--- src/rtl/phy_rx_lanes.sv ---
// phy_rx_lanes: single-clock PHY receive path.
// Hunts for byte alignment on a serial stream using a COMMA symbol, declares
// lock after LOCK_COUNT consecutive aligned commas, then distributes data
// bytes round-robin over NUM_LANES lanes and flags IDLE/COMMA symbols.
// Optional build macro PHY_RX_LOCK_LOSS_EN: a comma seen at the wrong bit
// phase while ACTIVE pulses lock_err and forces re-alignment.
//
// Handshake: valid_out[i] is a one-cycle strobe with no back-pressure; lane i
// of data_out is stable from that strobe until lane i is written again.
// frame_valid strobes together with the write of the last lane.
module phy_rx_lanes #(
    parameter int              WIDTH      = 8,
    parameter int              NUM_LANES  = 4,
    parameter int              LOCK_COUNT = 4,
    parameter logic [WIDTH-1:0] COMMA     = 8'hBC,
    parameter logic [WIDTH-1:0] IDLE      = 8'h7C
) (
    input  logic                       clk_32f,
    input  logic                       rst_L,
    input  logic                       data_in,
    output logic                       active,
    output logic                       idle_out,
    output logic [NUM_LANES*WIDTH-1:0] data_out,
    output logic [NUM_LANES-1:0]       valid_out,
    output logic                       frame_valid,
    output logic                       lock_err,
    output logic [1:0]                 state_dbg
);

    localparam int CNT_W = (WIDTH > 1) ? $clog2(WIDTH) : 1;
    localparam int PTR_W = (NUM_LANES > 1) ? $clog2(NUM_LANES) : 1;
    localparam int LC_W  = $clog2(LOCK_COUNT + 1);

    localparam logic [1:0] SEARCH  = 2'd0;
    localparam logic [1:0] LOCKING = 2'd1;
    localparam logic [1:0] ACTIVE  = 2'd2;

    logic [WIDTH-1:0] sr;
    logic [WIDTH-1:0] sr_next;
    logic [CNT_W-1:0] bit_cnt;
    logic [LC_W-1:0]  comma_cnt;
    logic [PTR_W-1:0] ptr;
    logic [1:0]       state;
    logic             lock_err_r;
    logic             at_bnd;
    logic             is_comma;
    logic             is_idle;

    // Symbol currently completing and its classification
    always_comb begin
        sr_next  = {sr[WIDTH-2:0], data_in};
        at_bnd   = (bit_cnt == CNT_W'(WIDTH - 1));
        is_comma = (sr_next == COMMA);
        is_idle  = (sr_next == IDLE);
    end

    assign state_dbg = state;

`ifdef PHY_RX_LOCK_LOSS_EN
    assign lock_err = lock_err_r;
`else
    assign lock_err = 1'b0;
`endif

    // Alignment FSM, lane distribution and all registered outputs
    always_ff @(posedge clk_32f or negedge rst_L) begin
        if (!rst_L) begin
            sr          <= '0;
            bit_cnt     <= '0;
            comma_cnt   <= '0;
            ptr         <= '0;
            state       <= SEARCH;
            active      <= 1'b0;
            idle_out    <= 1'b0;
            data_out    <= '0;
            valid_out   <= '0;
            frame_valid <= 1'b0;
            lock_err_r  <= 1'b0;
        end else begin
            sr          <= sr_next;
            valid_out   <= '0;
            frame_valid <= 1'b0;
            lock_err_r  <= 1'b0;
            bit_cnt     <= at_bnd ? '0 : bit_cnt + CNT_W'(1);
            case (state)
                SEARCH: begin
                    // Any bit phase may carry the comma; it defines alignment
                    if (is_comma) begin
                        bit_cnt   <= '0;
                        comma_cnt <= LC_W'(1);
                        if (LOCK_COUNT == 1) begin
                            state  <= ACTIVE;
                            active <= 1'b1;
                        end else begin
                            state <= LOCKING;
                        end
                    end
                end
                LOCKING: begin
                    if (at_bnd) begin
                        if (is_comma) begin
                            comma_cnt <= comma_cnt + LC_W'(1);
                            if (comma_cnt == LC_W'(LOCK_COUNT - 1)) begin
                                state  <= ACTIVE;
                                active <= 1'b1;
                            end
                        end else begin
                            state     <= SEARCH;
                            comma_cnt <= '0;
                        end
                    end
                end
                ACTIVE: begin
                    if (at_bnd) begin
                        if (is_comma || is_idle) begin
                            idle_out <= 1'b1;
                        end else begin
                            idle_out                      <= 1'b0;
                            data_out[ptr*WIDTH +: WIDTH]  <= sr_next;
                            valid_out[ptr]                <= 1'b1;
                            if (ptr == PTR_W'(NUM_LANES - 1)) begin
                                frame_valid <= 1'b1;
                                ptr         <= '0;
                            end else begin
                                ptr <= ptr + PTR_W'(1);
                            end
                        end
                    end
`ifdef PHY_RX_LOCK_LOSS_EN
                    else if (is_comma) begin
                        // Comma at the wrong phase: realign on it, keep lane data
                        lock_err_r <= 1'b1;
                        active     <= (LOCK_COUNT == 1);
                        idle_out   <= 1'b0;
                        ptr        <= '0;
                        bit_cnt    <= '0;
                        comma_cnt  <= LC_W'(1);
                        state      <= (LOCK_COUNT == 1) ? ACTIVE : LOCKING;
                    end
`endif
                end
                default: begin
                    state <= SEARCH;
                end
            endcase
        end
    end

endmodule

--- config.mk ---
export PLATFORM = sky130hd
export DESIGN_NAME = phy_rx_lanes
export DESIGN_NICKNAME = d
export VERILOG_FILES = /design/src/rtl/phy_rx_lanes.sv
export SDC_FILE = /design/constraint.sdc
export NUM_CORES = 1
export LEC_CHECK = 0
export ABC_CLOCK_PERIOD_IN_PS = 2400
export CELL_PAD_IN_SITES_DETAIL_PLACEMENT = 1
export CELL_PAD_IN_SITES_GLOBAL_PLACEMENT = 1
export CORE_ASPECT_RATIO = 0.8
export CORE_MARGIN = 2
export CORE_UTILIZATION = 28
export DETAILED_ROUTE_END_ITERATION = 6
export GPL_ROUTABILITY_DRIVEN = 1
export GPL_TIMING_DRIVEN = 0
export PLACE_DENSITY_LB_ADDON = 0.1
export SLEW_MARGIN = 0
export SYNTH_ARGS = -nofsm -noshare
export SYNTH_HDL_FRONTEND = slang
export SYNTH_SLANG_ARGS = --single-unit
--- constraint.sdc ---
create_clock -name clk_32f -period 2.4 [get_ports clk_32f]
set_clock_uncertainty 0.05 [all_clocks]
set_input_delay 0.6 -clock clk_32f [delete_from_list [all_inputs] [get_ports clk_32f]]
set_output_delay 0.6 -clock clk_32f [all_outputs]
set_load 0.03 [all_outputs]
Yosys cells after proc, flatten, opt, wreduce, memory -nomap -nowiden
Cells that the tools add are included.

Register bits after elaboration: 56. Input port bits: 3. Output and inout bits: 42. Logic and storage cells: 63.

Add/subtract/negate cells: 4. Order comparisons: 2. Equality and inequality tests: 10. Shift-type cells: 2. Mux-type cells: 24. Bitwise logic cells: 2. Reduce and logical (&&, ||, !) cells: 9.

Operators with widths (number): negator 5 -> 34 bit (1); variable shift 8 x 34 -> 32 bit (first input constant) (1); indexed part select 8 x 34 -> 32 bit (1); bitwise mux 32 bit (1); 2-to-1 mux 3 bit (6); 2-to-1 mux 4 bit (3); 2-to-1 mux 2 bit (5); equality test 8 x 7 -> 1 bit (second input constant) (1); equality test 8 bit (second input constant) (1); AND reduction 4 bit (2); adder 3 x 1 -> 3 bit (second input constant) (2); 2-to-1 mux 1 bit (6); case mux 2 bit (3 select lines) (1); case mux 3 bit (2 select lines) (1); AND reduction 3 bit (2); equality test 2 bit (second input constant) (2); inequality test 2 bit (second input constant) (2); equality test 3 x 2 -> 1 bit (second input constant) (1); equality test 3 bit (second input constant) (1); less-than comparator 2 x 3 -> 1 bit (second input constant) (1); inequality test 3 bit (second input constant) (1); adder 2 x 1 -> 2 bit (second input constant) (1); demux 1 bit (select 2 bit) (1); equality test 2 x 1 -> 1 bit (second input constant) (1); other kinds (7) (8).

Logic depth before layout (Yosys ltp)
Gate-level depths: netlist of run 1.

Depth after elaboration: 7. Gate-level depth with buffers: 8. Depth with buffers taken out: 6.

Worst setup path before layout of run 1
No wires, ideal clock.

Path kind: input -> register. From: in data_in. To: reg data_out[10]. Arrival time: 1.690 ns. Required time: 2.229 ns. Setup slack: 0.540 ns. Stages: 5. Path buffers: 1. Cell sequence: nand4bb_1 or3_1 and4_1 buf_2 a22o_1.

Word-level cells in the longest chain between the ends: 4. Elaborated cells on any way between the ends: 7.

Ends and longest elaborated chain: from (decl) (line 20) `input logic data_in,`; equality test 8 bit or equality test 8 x 7 -> 1 bit (tied branches) (line 53, 54); logical OR 1 bit (line 115) `if (is_comma || is_idle) begin`; NOT 1 bit (no source line); AND reduction 3 bit (no source line); to (signal, indexed assignment) (line 119) `data_out[ptr*WIDTH +: WIDTH] <= sr_next;`; to (decl) (line 23) `output logic [NUM_LANES*WIDTH-1:0] data_out,`.

Several ways; a longest one is shown, not always the timed one. A chain may end at the register's enable or synchronous reset.

Worst setup path in the final report of run 1
From: in data_in. To: reg data_out[12].

Same word-level chain as after synthesis.

==> flow_metrics.tcl, run 1 <==
set metrics [dict create \
    die_w_um 103.1 \
    multi_input_area_um2 778.2 \
    use_met3 0.03030 \
    regArea_mm2 0.001376 \
    synthesis.instances 168 \
    dpl_worst_slack_ns -0.3453 \
    cp_data_required_time_ns 2.56 \
    synth_top_family_by_area "compound AO/OA/AOI/OAI gates" \
    worstMarginPinSlew_ns 0.5424 \
    cts_tree "done" \
    final_area_mm2 0.002893 \
    grt_use_met2 0.1924 \
    cts.sinks 55 \
    synthXorXnorAreaFrac 0.003980 \
    setup_viol 0 \
    synth_enable_flop_cells 0 \
    drt_first_pass_iters 4 \
    ys_ff_latch 55 \
    cts-root-buf "clkbuf_8" \
    gr-total-overflow 0 \
    worst_ir_drop_vdd_mv 0.2063 \
    numCtsBuffers 5 \
    post-route-period-util 0.9603 \
    finalHoldViolations 0 \
    core.rowCount 28 \
    ys.flop_type "dfrtp_1" \
    synth_nets 180 \
    dpl_cell_area_mm2 0.002778 \
    drtIter0Drc 42 \
    synth_cell_types 35 \
    netlist_top_cells_count "55 x dfrtp_1, 25 x a22o_1, 9 x ha_1" \
    max_freq_mhz 433.9 \
    synth_mux_area_frac 0 \
    grt_pass1_vias 1654 \
    synthAdderAreaFrac 0.05117 \
    insertedDiodeCount 0 \
    ant_nets 0 \
    numPortBuffers 43 \
    hpwl_um 3915 \
    drive_gt1_frac 0.1273 \
    grt_first_pass_wirelength_um 8776 \
    vias 1561 \
    fillCellCount 838 \
    min_path_type "in2async" \
    setup_slack_ns 0.09528 \
    netlist_area_mm2 0.002201 \
    yosysSeqAreaShare 0.6254 \
    postSynthAreaPerCell_um2 13.10 \
    max_cap_viol_count 0 \
    die_h_um 83.30 \
    core_area_mm2 0.007497 \
    start_kind "input port" \
    dieArea_mm2 0.008590 \
    path_max_fanout 6 \
    drc 0 \
    synth_top_cell_area_share 0.6254 \
    num_io_pins 45 \
    wl_um 5313 \
    grt_max_degree 39 \
    synthArstFlopShare 1.000 \
    cts_max_level 2 \
    path_clk_slew_ns 0.10 \
    synth_compound_area_frac 0.1660 \
    grt_use_met1 0.1933 \
    status "finished clean" \
    synthToLayoutAreaGrowth_pct 31.44 \
    post_drt_wl_per_cell_um 16.35 \
    clock_path_buffers 2 \
    nNetsFinal 231 \
    yosysWarnings 0 \
    yosysTopAreaCell "dfrtp_1" \
    p_total_mw 2.119 \
    slew-limit-headroom 0.6364 \
    synth.most_common_cell "dfrtp_1" \
    slew_violations 0 \
    gp_congestion 0.7623 \
    antenna_found_initial 0 \
    via_per_inst 4.803 \
    period_needed_ns 2.305 \
    start_util 0.2936 \
    grtUsageTotal 0.1313 \
    yosys.area_share.simple 0.1200 \
    p_leak_nw 1.269 \
    power_density_mw_per_mm2 732.6 \
    clk_latency_ns 0.32 \
    crit_type "in2reg" \
    synth.area.top_cells "dfrtp_1 63%, a22o_1 9.9%, ha_1 5.1%, a32o_1 1.8%, o21ai_0 1.6%" \
    top_usage_layer "met1" \
    setup.worst_path.end_class "flop" \
    worst_ep_arrival_time_ns 2.47 \
    cts_setup_buffers 0 \
]
==> final cells by class <==
type / count / share of cell area
Inverter: 8 / 0.01038
Buffer: 7 / 0.01384
Clock inverter: 3 / 0.007785
Sequential cell: 55 / 0.4758
Multi-Input combinational cell: 98 / 0.2690
Timing Repair Buffer: 44 / 0.1540
Clock buffer: 5 / 0.02379
Tap cell: 105 / 0.04542
==> state kept, by name, indices dropped and copies added, names as in the netlist <==
register     count
frame_valid      1
ptr              2
comma_cnt        3
idle_out         1
sr               7
data_out        32
state_dbg        2
valid_out        3
active           1
bit_cnt          3
==> worst max-delay path: stages <==
cell and delay (ns):
clkdlybuf4s50_1 0.52, nand4bb_2 0.38, or3_1 0.44, and4_1 0.18, buf_2 0.16, a22o_1 0.18
==> metal layers <==
metal  wire length [um]  up-vias
met4                 60        0
met3                206        8
met5                  0        -
met1               2714      804
met2               2331       34
li1                   -      715
==> final timing paths <==
path / from / end / slack [ns] / depth (start not counted)
min in group clk_32f: bit_cnt[0] / bit_cnt[0] / 0.39 / 1
worst max register to register: bit_cnt[0] / data_out[0] / 0.27 / 8
worst min-delay path: rst_L / valid_out[0] / 0.18 / 1
worst min register to register: bit_cnt[0] / bit_cnt[0] / 0.39 / 1
max in group asynchronous: rst_L / data_out[29] / 1.56 / 2
worst max-delay path: data_in / data_out[12] / 0.1 / 6
==> through the flow <==
stage / instances / hold WS (ns) / utilization / TNS (ns)
after global routing: 325 / 0.1987 / 0.3858 / -0.003550
after detailed placement: 317 / 0.3833 / 0.3705 / -8.439
after global placement: 316 / 0.3777 / 0.3685 / -57.39
after floorplan: 168 / 0.2544 / - / 0
after CTS: 325 / 0.1874 / 0.3827 / -0.02587
final: 325 / 0.1815 / 0.3858 / 0
==> power breakdown <==
part | internal (mW) | total, mW | switching [mW]
Sequential | 1.02 | 1.09 | 0.0707
Clock | 0.212 | 0.530 | 0.319
Combinational | 0.226 | 0.498 | 0.272
==> timing repair <==
item / in CTS / in global routing
pin swaps: 0 / 0
endpoints found under the setup margin: 4 / 15
resized for setup: 0 / 4
hold buffers: 0 / 0
endpoints found under the hold margin: 0 / 0
==> cells by family after synthesis <==
kind of cell,after synthesis
flops,55
simple gates,42
buf+inv,15
fa+ha+maj,9
xor+xnor,1
compound gates,45
other cells,1
==> cells in the final DEF (no fill, tap or decap), types with 5 or more instances in the layout <==
cell type	count
a22o_1	25
clkbuf_8	5
clkdlybuf4s50_1	42
dfrtp_1	55
ha_1	9
inv_1	8
nand2_1	5
nor2b_1	5
o21ai_0	7
Note: power is estimated with default switching activity, not from simulation.
==> run 2: changes to the inputs <==
--- a/config.mk
+++ b/config.mk
@@ -14,7 +14,7 @@
 export DETAILED_ROUTE_END_ITERATION = 6
 export GPL_ROUTABILITY_DRIVEN = 1
 export GPL_TIMING_DRIVEN = 0
-export PLACE_DENSITY_LB_ADDON = 0.1
+export PLACE_DENSITY = 0.69
 export SLEW_MARGIN = 0
 export SYNTH_ARGS = -nofsm -noshare
 export SYNTH_HDL_FRONTEND = slang
==> flow_metrics.tcl, run 2 (synthesis gave the netlist of run 1 again) <==
set metrics [dict create \
    multi_input_area_um2 792.0 \
    insertedDiodeCount 0 \
    p_leak_nw 1.280 \
    die_w_um 103.1 \
    final_area_mm2 0.002927 \
    grt_first_pass_wirelength_um 8452 \
    slew_violations 0 \
    hpwl_um 3732 \
    cts_max_level 2 \
    status "finished clean" \
    critical-path-top-delay-family "simple AND/OR/NAND/NOR gates" \
    start_kind "input port" \
    ant_nets 0 \
    drt_first_pass_iters 4 \
    max_freq_mhz 440.6 \
    slew-limit-headroom 0.6199 \
    dpl_cell_area_mm2 0.002778 \
    vias 1538 \
    p_total_mw 2.206 \
    final_common_cell "dfrtp_1" \
    worstPathBufferInverterCount 2 \
    layout_common_cells "55 x dfrtp_1, 42 x clkdlybuf4s50_1, 25 x a22o_1" \
    grtUsageTotal 0.1265 \
    wl_um 5058 \
    via_per_inst 4.732 \
    core_area_mm2 0.007497 \
    min_path_type "in2async" \
    fillCellCount 820 \
    setup_viol 0 \
    holdWs_ns 0.1382 \
    worstMarginPinSlew_ns 0.5658 \
    cts_tree "done" \
    path_clk_slew_ns 0.10 \
    fin_tns_setup_ns 0 \
    grt_max_degree 42 \
    start_util 0.2936 \
    cts.sinks 55 \
    rsz0062_at_grt "no" \
    post-route-period-util 0.9458 \
    nNetsFinal 231 \
    power_density_mw_per_mm2 753.7 \
    gr-total-overflow 0 \
    die_h_um 83.30 \
    clk_latency_ns 0.31 \
    worst_ir_drop_vdd_mv 0.2703 \
    cp_cell_sequence "clkdlybuf4s50_1 > nand4bb_4 > or3_1 > and4_1 > buf_2 > a22o_1" \
    post_drt_wl_per_cell_um 15.56 \
    cp-startpoint "data_in" \
    gp_congestion 0.7495 \
    drc 0 \
    synthToLayoutAreaGrowth_pct 32.97 \
    drive_gt1_frac 0.1273 \
    cp_data_required_time_ns 2.55 \
    finalHoldViolations 0 \
    period_needed_ns 2.270 \
    cpPeakStageDelay_ns 0.54 \
    cts_setup_buffers 0 \
    setup.worst_path.end_class "flop" \
    largest_reg_flops 32 \
    dieArea_mm2 0.008590 \
    antenna_found_initial 0 \
    numPortBuffers 43 \
    reg_top3 "data_out (32), sr (7)" \
    critPathSlowestCell "clkdlybuf4s50_1" \
    r2r_start "ptr[0]" \
    path_max_fanout 6 \
    regArea_mm2 0.001376 \
    largest_register "data_out" \
    crit_type "in2reg" \
    max_cap_viol_count 0 \
    num_io_pins 45 \
    clock_path_buffers 2 \
    drtIter0Drc 48 \
    worst_ep_arrival_time_ns 2.42 \
    grt_pass1_vias 1627 \
    core.rowCount 28 \
    final_util 0.3904 \
    numCtsBuffers 5 \
    cts-root-buf "clkbuf_8" \
]
[run 2: path summary, 6_finish.rpt]
| kind | end | slack [ns] | depth (start not counted) |
|---|---|---|---|
| max in group asynchronous | data_out[15] | 1.63 | 2 |
| max reg2reg | data_out[24] | 0.32 | 6 |
| min | ptr[0] | 0.14 | 1 |
| min in group clk_32f | bit_cnt[0] | 0.40 | 1 |
| min reg2reg | bit_cnt[0] | 0.40 | 1 |
| max | data_out[10] | 0.13 | 6 |
[run 2: worst reg2reg max path, cell delays in order, from the launching register on]
cell and delay (ns):
dfrtp_1 0.48, inv_1 0.17, ha_1 0.38, nor2b_1 0.22, nand3_1 0.10, nor2_1 0.39, a22o_2 0.23
[run 2: area by class of cell]
cell class              instances  share of cell area
plain buffers                   7             0.01368
clock buffers                   6             0.02480
clock inverters                 2             0.01325
inverters                       8             0.01026
multi-input cells              98              0.2706
flip-flops and latches         55              0.4703
well taps                     105             0.04489
repair buffers                 44              0.1522
[run 2: metal layers]
metal / wire [um] / up-vias / global-route usage
li1: - / 717 / -
met2: 2336 / 30 / 0.1913
met5: 0 / - / 0
met4: 49 / 0 / 0.02871
met3: 237 / 7 / 0.03367
met1: 2435 / 784 / 0.1812
[run 2: power breakdown]
| group | total, mW | leakage, nW | switching, mW | internal (mW) |
|---|---|---|---|---|
| combinational | 0.500 | 0.553 | 0.273 | 0.227 |
| clock | 0.614 | 0.0558 | 0.299 | 0.315 |
| sequential | 1.09 | 0.671 | 0.0710 | 1.02 |
| total | 2.21 | 1.28 | 0.643 | 1.56 |
[run 2: repair_timing]
| item | in CTS | in global routing |
|---|---|---|
| endpoints found under the setup margin | 8 | 21 |
| hold buffers | 0 | 0 |
| gates resized for setup | 2 | 4 |
[run 2: metrics by stage]
step	cells	setup slack [ns]
6_report	325	0.1301
5_1_grt	325	0.04371
4_1_cts	325	0.02493
3_5_place_dp	317	-0.4432
3_3_place_gp	316	-0.9854
2_1_floorplan	168	0.5395
